**config.mk**
```make
export PLATFORM = sky130hd
export DESIGN_NAME = sensor_timing_gen
export DESIGN_NICKNAME = d
export VERILOG_FILES = /design/src/rtl/sensor_timing_gen.sv
export SDC_FILE = /design/constraint.sdc
export NUM_CORES = 1
export LEC_CHECK = 0
export ABC_AREA = 1
export CORE_ASPECT_RATIO = 1.25
export CORE_UTILIZATION = 35
export CTS_BUF_LIST = sky130_fd_sc_hd__clkbuf_2 sky130_fd_sc_hd__clkbuf_4 sky130_fd_sc_hd__clkbuf_8
export DETAILED_ROUTE_END_ITERATION = 6
export HOLD_SLACK_MARGIN = 0.08
export PLACE_DENSITY = 0.6
export SETUP_SLACK_MARGIN = 0.15
export SLEW_MARGIN = 15
export SYNTH_ARGS = -nofsm -noshare
export SYNTH_HDL_FRONTEND = slang
export SYNTH_SLANG_ARGS = --single-unit
```
**constraint.sdc**
```tcl
create_clock -name clk_sensor_pix -period 2.96 [get_ports clk_sensor_pix]
set_input_delay 0.888 -clock clk_sensor_pix [delete_from_list [all_inputs] [get_ports clk_sensor_pix]]
set_output_delay 0.888 -clock clk_sensor_pix [all_outputs]
set_load 0.03 [all_outputs]
```
**src/rtl/sensor_timing_gen.sv**
```systemverilog
// Synthetic image-sensor timing generator: fval/lval framing with a selectable
// multi-channel test pattern; frame geometry is shadowed at every frame start.
module sensor_timing_gen #(
  parameter int SENSOR_DAT_WIDTH = 10,
  parameter int CHANNEL_NUM      = 4,
  parameter int REG_WD           = 32,
  parameter int FVAL_LVAL_GAP    = 3
) (
  input  logic                                  clk_sensor_pix,
  input  logic                                  reset_sensor_n,
  input  logic                                  i_enable,
  input  logic [REG_WD-1:0]                     iv_line_width,
  input  logic [REG_WD-1:0]                     iv_line_num,
  input  logic [REG_WD-1:0]                     iv_hblank,
  input  logic [REG_WD-1:0]                     iv_vblank,
  input  logic [1:0]                            iv_pattern_sel,
  output logic                                  o_fval,
  output logic                                  o_lval,
  output logic [SENSOR_DAT_WIDTH*CHANNEL_NUM-1:0] ov_pix_data,
  output logic                                  o_frame_done,
  output logic [15:0]                           ov_frame_cnt
);

  localparam int PW = SENSOR_DAT_WIDTH * CHANNEL_NUM;
  localparam logic [REG_WD-1:0] GAP_LAST = REG_WD'(FVAL_LVAL_GAP - 1);

  typedef enum logic [2:0] {
    IDLE, FV_LEAD, ACTIVE, HBLANK, FV_TRAIL, VBLANK
  } state_t;

  state_t              state, state_nxt;
  logic [REG_WD-1:0]   cnt, cnt_nxt;
  logic [REG_WD-1:0]   line_idx, line_nxt;
  logic [REG_WD-1:0]   width_s, num_s, hblank_s, vblank_s;
  logic [1:0]          pattern_s;
  logic                load;
  logic                start_ok;
  logic [REG_WD-1:0]   hb_last, vb_last;
  logic                fval_nxt, lval_nxt, done_nxt;
  logic [15:0]         frame_cnt_nxt;
  logic [PW-1:0]       pix_nxt;
  logic [REG_WD-1:0]   ramp;

  assign start_ok = i_enable && (iv_line_width != '0) && (iv_line_num != '0);
  // Zero blanking is clamped to a single clock.
  assign hb_last  = (hblank_s == '0) ? '0 : hblank_s - 1'b1;
  assign vb_last  = (vblank_s == '0) ? '0 : vblank_s - 1'b1;

  always_comb begin
    state_nxt     = state;
    cnt_nxt       = cnt + 1'b1;
    line_nxt      = line_idx;
    load          = 1'b0;
    done_nxt      = 1'b0;
    frame_cnt_nxt = ov_frame_cnt;
    case (state)
      IDLE: begin
        cnt_nxt = '0;
        if (start_ok) begin
          state_nxt = FV_LEAD;
          load      = 1'b1;
        end
      end
      FV_LEAD: begin
        if (cnt == GAP_LAST) begin
          state_nxt = ACTIVE;
          cnt_nxt   = '0;
          line_nxt  = '0;
        end
      end
      ACTIVE: begin
        if (cnt == width_s - 1'b1) begin
          cnt_nxt   = '0;
          state_nxt = (line_idx == num_s - 1'b1) ? FV_TRAIL : HBLANK;
        end
      end
      HBLANK: begin
        if (cnt == hb_last) begin
          state_nxt = ACTIVE;
          cnt_nxt   = '0;
          line_nxt  = line_idx + 1'b1;
        end
      end
      FV_TRAIL: begin
        if (cnt == GAP_LAST) begin
          state_nxt     = VBLANK;
          cnt_nxt       = '0;
          done_nxt      = 1'b1;
          frame_cnt_nxt = ov_frame_cnt + 1'b1;
        end
      end
      VBLANK: begin
        if (cnt == vb_last) begin
          cnt_nxt = '0;
          if (start_ok) begin
            state_nxt = FV_LEAD;
            load      = 1'b1;
          end else begin
            state_nxt = IDLE;
          end
        end
      end
      default: begin
        state_nxt = IDLE;
        cnt_nxt   = '0;
      end
    endcase
  end

  // Outputs are registered from the next state so they align with the state they describe.
  always_comb begin
    fval_nxt = (state_nxt == FV_LEAD) || (state_nxt == ACTIVE) ||
               (state_nxt == HBLANK)  || (state_nxt == FV_TRAIL);
    lval_nxt = (state_nxt == ACTIVE);
    pix_nxt  = '0;
    ramp     = '0;
    if (lval_nxt) begin
      for (int unsigned k = 0; k < CHANNEL_NUM; k++) begin
        ramp = cnt_nxt * REG_WD'(CHANNEL_NUM) + REG_WD'(k);
        case (pattern_s)
          2'd1:    pix_nxt[k*SENSOR_DAT_WIDTH +: SENSOR_DAT_WIDTH] = SENSOR_DAT_WIDTH'(line_nxt);
          2'd2:    pix_nxt[k*SENSOR_DAT_WIDTH +: SENSOR_DAT_WIDTH] = SENSOR_DAT_WIDTH'(ov_frame_cnt);
          default: pix_nxt[k*SENSOR_DAT_WIDTH +: SENSOR_DAT_WIDTH] = SENSOR_DAT_WIDTH'(ramp);
        endcase
      end
    end
  end

  always_ff @(posedge clk_sensor_pix or negedge reset_sensor_n) begin
    if (!reset_sensor_n) begin
      state        <= IDLE;
      cnt          <= '0;
      line_idx     <= '0;
      width_s      <= '0;
      num_s        <= '0;
      hblank_s     <= '0;
      vblank_s     <= '0;
      pattern_s    <= '0;
      o_fval       <= 1'b0;
      o_lval       <= 1'b0;
      ov_pix_data  <= '0;
      o_frame_done <= 1'b0;
      ov_frame_cnt <= '0;
    end else begin
      state        <= state_nxt;
      cnt          <= cnt_nxt;
      line_idx     <= line_nxt;
      o_fval       <= fval_nxt;
      o_lval       <= lval_nxt;
      ov_pix_data  <= pix_nxt;
      o_frame_done <= done_nxt;
      ov_frame_cnt <= frame_cnt_nxt;
      if (load) begin
        width_s   <= iv_line_width;
        num_s     <= iv_line_num;
        hblank_s  <= iv_hblank;
        vblank_s  <= iv_vblank;
        pattern_s <= iv_pattern_sel;
      end
    end
  end

endmodule

```
==> metrics.txt, run 1 <==
Die ar. between 50000 and 60000 um2; Synth area leader dfrtp_1; Core Area just over 50000 um2; count of final max-slew check failures 0; Mapped Area 17800 um2; grt total ovfl 0; first-pass GRT wire length 119000 um; Tmin final between 3 and 4 ns; Worst EP required roughly 3.5 ns; # DRC 0; DP Area roughly 24000 um2; Initial DRC Count about 1300; Overall Global Routing Usage 30.3%; arrival time of the worst setup path ~3.7 ns; Worst path slowest cell clkdlybuf4s50_1; peak supply drop ~0.00026 V; H-tree Lvls 2; post-route ant nets 0; critical path class in -> reg; Buffers on Ports between 150 and 200; DRT Pass-1 Iters 5; clk_lat worst skew 0.65 ns; Max Cap Viol 0; antenna violations before repair 1; EDFF count, synth 0; vias in the first global route ~22000; PnR worst setup slack -0.197 ns; DP Wirelength roughly 62000 um; design area roughly 28000 um2; Syn Nets ~2900; leakage power about 13 nW; r2r setup slk -0.19 ns; Final Hold Viols 0; worst-path fanout max 33; Fmax 0.317 GHz; root buf cell clkbuf_8; mean cell area of the mapped netlist between 6 and 7 um2; YS warnings 0; hold bufs inserted after CTS 0; Reg clk slew, reported paths about 0.06 ns; I/O Pins 192; Die Ht between 200 and 300 um; Synth Instances 2781; synthesized flop and latch total around 230; Crit path max-delay family simple AND/OR/NAND/NOR gates; critical-path cell list clkdlybuf4s50_1, nor4_1, nand2_1, nor2_1, nand2_1, nor3_1, nor2_1, nand2_1, inv_1, nand3_4, buf_4, buf_12, nand3_1, nand2_1; Setup Viol. Count Final about 170; Synth area leaders dfrtp_1, nand2_1, nor2_1; violated checks negative setup slack; pin count of the biggest net entering global routing 64; Yosys top cell area share a little under a third; status complete, but fails checks; Cells after DPL 4075; Synth top cells by count nand2_1, nor2_1, inv_1; fillcell total 4919; clock skew 0.0331 ns; top-count cell post-synth nand2_1; RD Place Congestion slightly below 1; routed vias around 22000; ys flop type dfrtp_1; worst stage delay on the critical path between 0.4 and 0.5 ns; drt wl/cell around 19 um; post-place setup slack -0.826 ns; HP Class in -> async; Pwr Total 7.53 mW; power per cell area ~270 nW/um2; layout net count approximately 3700; area grow syn2layout 54.8%; routed wire length between 80000 and 90000 um; layout cell share with drive strength beyond 1 approximately 30%; fin cells ~4200; fraction of registers with async set/reset between 90% and 100%; Worst Setup End Kind register; sequential share of the synthesized area 32.0%; Max-slew headroom ~50%; clk sinks around 230; TritonCTS buffer count 44; CTS max path bufs 3; worst slew pin tran 0.731 ns; worst path bufs/invs 4; Vias/cell 5.10; RSZ-0062 raised after global routing yes; CTS tree done; most used cell, CP nand2_1; Setup crit start kind primary input; Core Rows 92; Distinct cells, synth 47; Starting Density 35.4%; period utilization 107%; width of the die ~200 um
-- what timing repair did --
| item | 4_1_cts | 5_1_grt |
|---|---|---|
| pin swaps | 25 | 111 |
| endpoints found under the setup margin | 215 | 217 |
| cloned | 5 | 13 |
| setup buffers | 15 | 33 |
| resized for setup | 158 | 271 |
-- per-layer routing --
metal  share of wire [%]  routed length, um  global-route usage [%]
met5                   0                  0                       0
met2                  52              42100                    56.6
met1                  37              29800                    32.1
met4                 6.8               5490                    19.3
met3                 4.0               3250                    3.48
-- stage by stage --
stage,util (%),setup TNS (ns),hold WS [ns]
finish,54.8,-21.80,0.228
global route,54.8,-52.75,0.244
CTS,51.9,-15.01,0.212
detailed placement,48.1,-132.17,0.470
global placement,48.1,-136.19,0.464
floorplan,-,0,0.495
-- final timing paths --
| kind | startpoint | to | cells past startpoint |
|---|---|---|---|
| setup / recovery | iv_line_num[5] | width_s[31] | 14 |
| hold / removal | reset_sensor_n | num_s[7] | 1 |
| setup reg to reg | vblank_s[8] | width_s[31] | 18 |
| hold reg to reg | ov_frame_cnt[15] | ov_frame_cnt[15] | 1 |
| max in group asynchronous | reset_sensor_n | width_s[31] | 2 |
| min in group clk_sensor_pix | ov_frame_cnt[15] | ov_frame_cnt[15] | 1 |
-- layout by cell type (no fill, tap or decap), types with 19 or more instances in the layout --
master | Yosys | final
buf_6 | 17 | 27
xor2_1 | 117 | 110
a21oi_1 | 23 | 22
nand3_1 | 270 | 237
buf_12 | 1 | 19
clkdlybuf4s50_1 | 0 | 190
o21ai_2 | 10 | 34
inv_1 | 292 | 279
nand2_1 | 818 | 729
clkbuf_8 | 0 | 54
nor4_1 | 33 | 30
dfrtp_1 | 228 | 220
o21ai_0 | 72 | 47
buf_4 | 34 | 558
nand4_1 | 111 | 111
xnor2_1 | 36 | 34
o21ai_1 | 85 | 85
nand2_4 | 4 | 20
nand2_2 | 14 | 86
nor2_4 | 7 | 40
nand3_2 | 4 | 33
nor2_2 | 14 | 73
nor2_1 | 401 | 309
nor3_1 | 62 | 54
-- layout make-up --
type	count	area (um2)	area share [%]
multi-input combinational	2141	11600	41.9
timing repair buffer	815	7270	26.3
sequential	228	5720	20.7
inverter	299	1150	4.15
tap	658	823	2.98
clock buffer	59	781	2.83
clock inverter	21	318	1.15
antenna	1	2.50	0.00906
-- kinds of logic after synthesis --
kind of cell / Yosys count / share of synthesized area, %
AND/OR/NAND/NOR: 1770 / 43.2
buffers and inverters: 414 / 10.4
flip-flops: 228 / 32.0
AO/OA/AOI/OAI: 205 / 6.15
XOR/XNOR: 154 / 7.63
adder cells (fa/ha/maj): 10 / 0.701
-- state kept, by name, indices dropped and copies added (netlist names) --
name / count
cnt: 32
o_frame_done: 1
o_lval: 1
o_fval: 1
ov_frame_cnt: 16
pattern_s: 2
hblank_s: 32
line_idx: 32
state: 3
ov_pix_data: 12
num_s: 32
vblank_s: 32
width_s: 32
-- report_power, final --
| group | total (mW) | leakage [nW] | internal (mW) | switching, mW |
|---|---|---|---|---|
| logic | 0.353 | 10.0 | 0.219 | 0.135 |
| clock network | 4.06 | 0.579 | 2.43 | 1.63 |
| registers | 3.12 | 2.66 | 3.12 | 0 |
No activity file was read; power rests on OpenSTA's default activity.
==> inputs of run 2 (changes only) <==
CTS_CLUSTER_DIAMETER = 120   (was default)
==> results of run 2 <==
Same layout as run 1: the final DEF is identical, and so are final timing and power.
==> inputs of run 3 (changes only) <==
CORE_ASPECT_RATIO = 0.8   (was 1.25)
SLEW_MARGIN = 10   (was 15)
==> run 3 against run 2 <==
Effect of this change:
- the run still ends with negative setup slack left
- global-route usage fell by 0.73 points
- critical path depth increased by 7
- die area unchanged
- clock skew is 0.0046 ns lower
- combinational power up 2%
==> metrics.txt, run 3 (synthesis results as in run 1) <==
arrival time of the worst setup path 3.78 ns (was 3.72 ns); Core Rows 73 (was 92); Buffers on Ports 191 (unchanged); width of the die 254 um (was 204 um); first-pass GRT wire length 118000 um (was 119000 um); Fmax 0.310 GHz (was 0.317 GHz); Worst path slowest cell dfrtp_1 (was clkdlybuf4s50_1); # DRC 0 (unchanged); highest-count cells in the layout ignoring fill and taps nand2_1, buf_4, nor2_1 (unchanged); PnR worst setup slack -0.262 ns (was -0.197 ns); Finished Core Util 55.5% (was 54.8%); critical path class reg -> reg (was in -> reg); Logic pwr share 4.9% (was 4.7%); drt wl/cell 19.3 um (was 19.1 um); worst stage delay on the critical path 0.41 ns (was 0.43 ns); HP Class in -> async (unchanged); vias in the first global route 20800 (was 21500); Seq pwr share 42.0% (was 41.4%); leakage power 13.2 nW (was 13.3 nW); period utilization 109% (was 107%); routed vias 21900 (was 21500); setup TNS -31.20 ns (was -21.80 ns); violated checks negative setup slack (unchanged); TritonCTS buffer count 43 (was 44); Pwr Total 7.42 mW (was 7.53 mW); clk sinks 228 (unchanged); fillcell total 4753 (was 4919); n_diodes 0 (was 1); Overall Global Routing Usage 29.6% (was 30.3%); RD Place Congestion 0.999 (was 0.994); CTS max path bufs 3 (unchanged); Final Hold Viols 0 (unchanged); clock group share of total power 53.1% (was 53.9%); I/O Pins 192 (unchanged); routed wire length 80100 um (was 80700 um); Crit path max-delay family simple AND/OR/NAND/NOR gates (unchanged); DP Wirelength 58800 um (was 62100 um); worst slew pin tran 0.671 ns (was 0.731 ns); Die ar. 51900 um2 (unchanged); Max-slew headroom 55.3% (was 51.3%); Switching Fraction 23.3% (was 23.4%); count of final max-slew check failures 0 (unchanged); Tmin final 3.22 ns (was 3.16 ns); area grow syn2layout 55.6% (was 54.8%); layout cell share with drive strength beyond 1 30.5% (was 29.9%); critical-path cell list nor2_4, nand2_2, nor2_4, nand2_4, buf_6, nor2_4, buf_6, o21ai_4, a21oi_2, nand4_1, nor2_1, nand3_2, nor2_4, buf_6, nand3_4, nand2_8, buf_12, buf_12, buf_16, nand2_4, o21ai_2 (was clkdlybuf4s50_1, nor4_1, nand2_1, nor2_1, nand2_1, nor3_1, nor2_1, nand2_1, inv_1, nand3_4, buf_4, buf_12, nand3_1, nand2_1); Core Area 50100 um2 (was 50400 um2); root buf cell clkbuf_8 (unchanged); Die Ht 204 um (was 254 um); grt total ovfl 0 (unchanged); worst path bufs/invs 6 (was 4); power per cell area 267 nW/um2 (was 273 nW/um2); Setup Viol. Count Final 170 (was 172); Max Cap Viol 0 (unchanged); Worst EP required 3.52 ns (was 3.53 ns); H-tree Lvls 2 (unchanged); clk_lat worst skew 0.64 ns (was 0.65 ns); post-route ant nets 0 (unchanged); CTS tree done (unchanged); pin count of the biggest net entering global routing 51 (was 64); layout net count 3594 (was 3672); worst-path fanout max 6 (was 33); DRT Pass-1 Iters 6 (was 5); Net Switching 1.73 mW (was 1.76 mW); Worst Setup End Kind register (unchanged); Setup crit start kind register (was primary input); Vias/cell 5.26 (was 5.10); peak supply drop 0.000261 V (about the same); RSZ-0062 raised after global routing yes (unchanged); Cell Int Power 5.69 mW (was 5.77 mW); most used cell, CP nor2_4 (was nand2_1); Reg clk slew, reported paths 0.07 ns (was 0.06 ns); antenna violations before repair 1 (unchanged); status complete, but fails checks (unchanged); Initial DRC Count 2050 (was 1261); Starting Density 35.7% (was 35.4%); clock skew 0.0285 ns (was 0.0331 ns); commonest non-fill, non-tap cell in the layout nand2_1 (unchanged)
[run 3: final cells by class]
type                            instances  area, um2  area share (%)
Clock buffer                           60        795            2.86
Tap cell                              675        845            3.04
Multi-Input combinational cell       2141      12000            43.0
Timing Repair Buffer                  738       7060            25.4
Inverter                              299       1130            4.07
Clock inverter                         17        277           0.995
Sequential cell                       228       5720            20.6
[run 3: final timing paths]
path	cells after the start	slack [ns]	startpoint	endpoint
min	1	0.17	reset_sensor_n	hblank_s[22]
max in group asynchronous	2	2.04	reset_sensor_n	line_idx[19]
min in group clk_sensor_pix	1	0.49	ov_frame_cnt[15]	ov_frame_cnt[15]
max reg2reg	21	-0.26	vblank_s[8]	width_s[7]
min reg2reg	1	0.49	ov_frame_cnt[15]	ov_frame_cnt[15]
max	21	-0.26	vblank_s[8]	width_s[7]
[run 3: metal layers]
metal  wire [um]  track usage, %
met1       36300            43.2
met2       33900            43.3
met3        7440            5.68
met4        2470            9.36
met5           0               0
[run 3: stage by stage]
step	cells	setup WS (ns)	area, um2	hold slack, ns
after global routing	4158	-0.377	27800	0.185
final	4158	-0.262	27800	0.174
after detailed placement	3997	-0.681	23500	0.477
after floorplan	2781	0.201	17800	0.495
after global placement	3997	-0.607	23500	0.468
after CTS	4116	-0.157	25800	0.151
[run 3: power groups by stage]
stage / logic (mW) / registers, mW / clock network (mW)
2_1_floorplan: 0.00514 / 3.17 / 0
3_3_place_gp: 0.347 / 3.17 / 0
3_5_place_dp: 0.347 / 3.17 / 0
4_1_cts: 0.353 / 3.12 / 4.02
5_1_grt: 0.387 / 3.11 / 4.15
6_report: 0.361 / 3.12 / 3.95
[run 3: what timing repair did]
| action | CTS | global route |
|---|---|---|
| gates resized for setup | 153 | 403 |
| setup buffers | 27 | 23 |
| endpoints found under the hold margin | 0 | 0 |
| gates cloned | 15 | 19 |
| hold buffers | 0 | 0 |
| setup endpoints to repair | 208 | 219 |
| pin swaps | 15 | 79 |
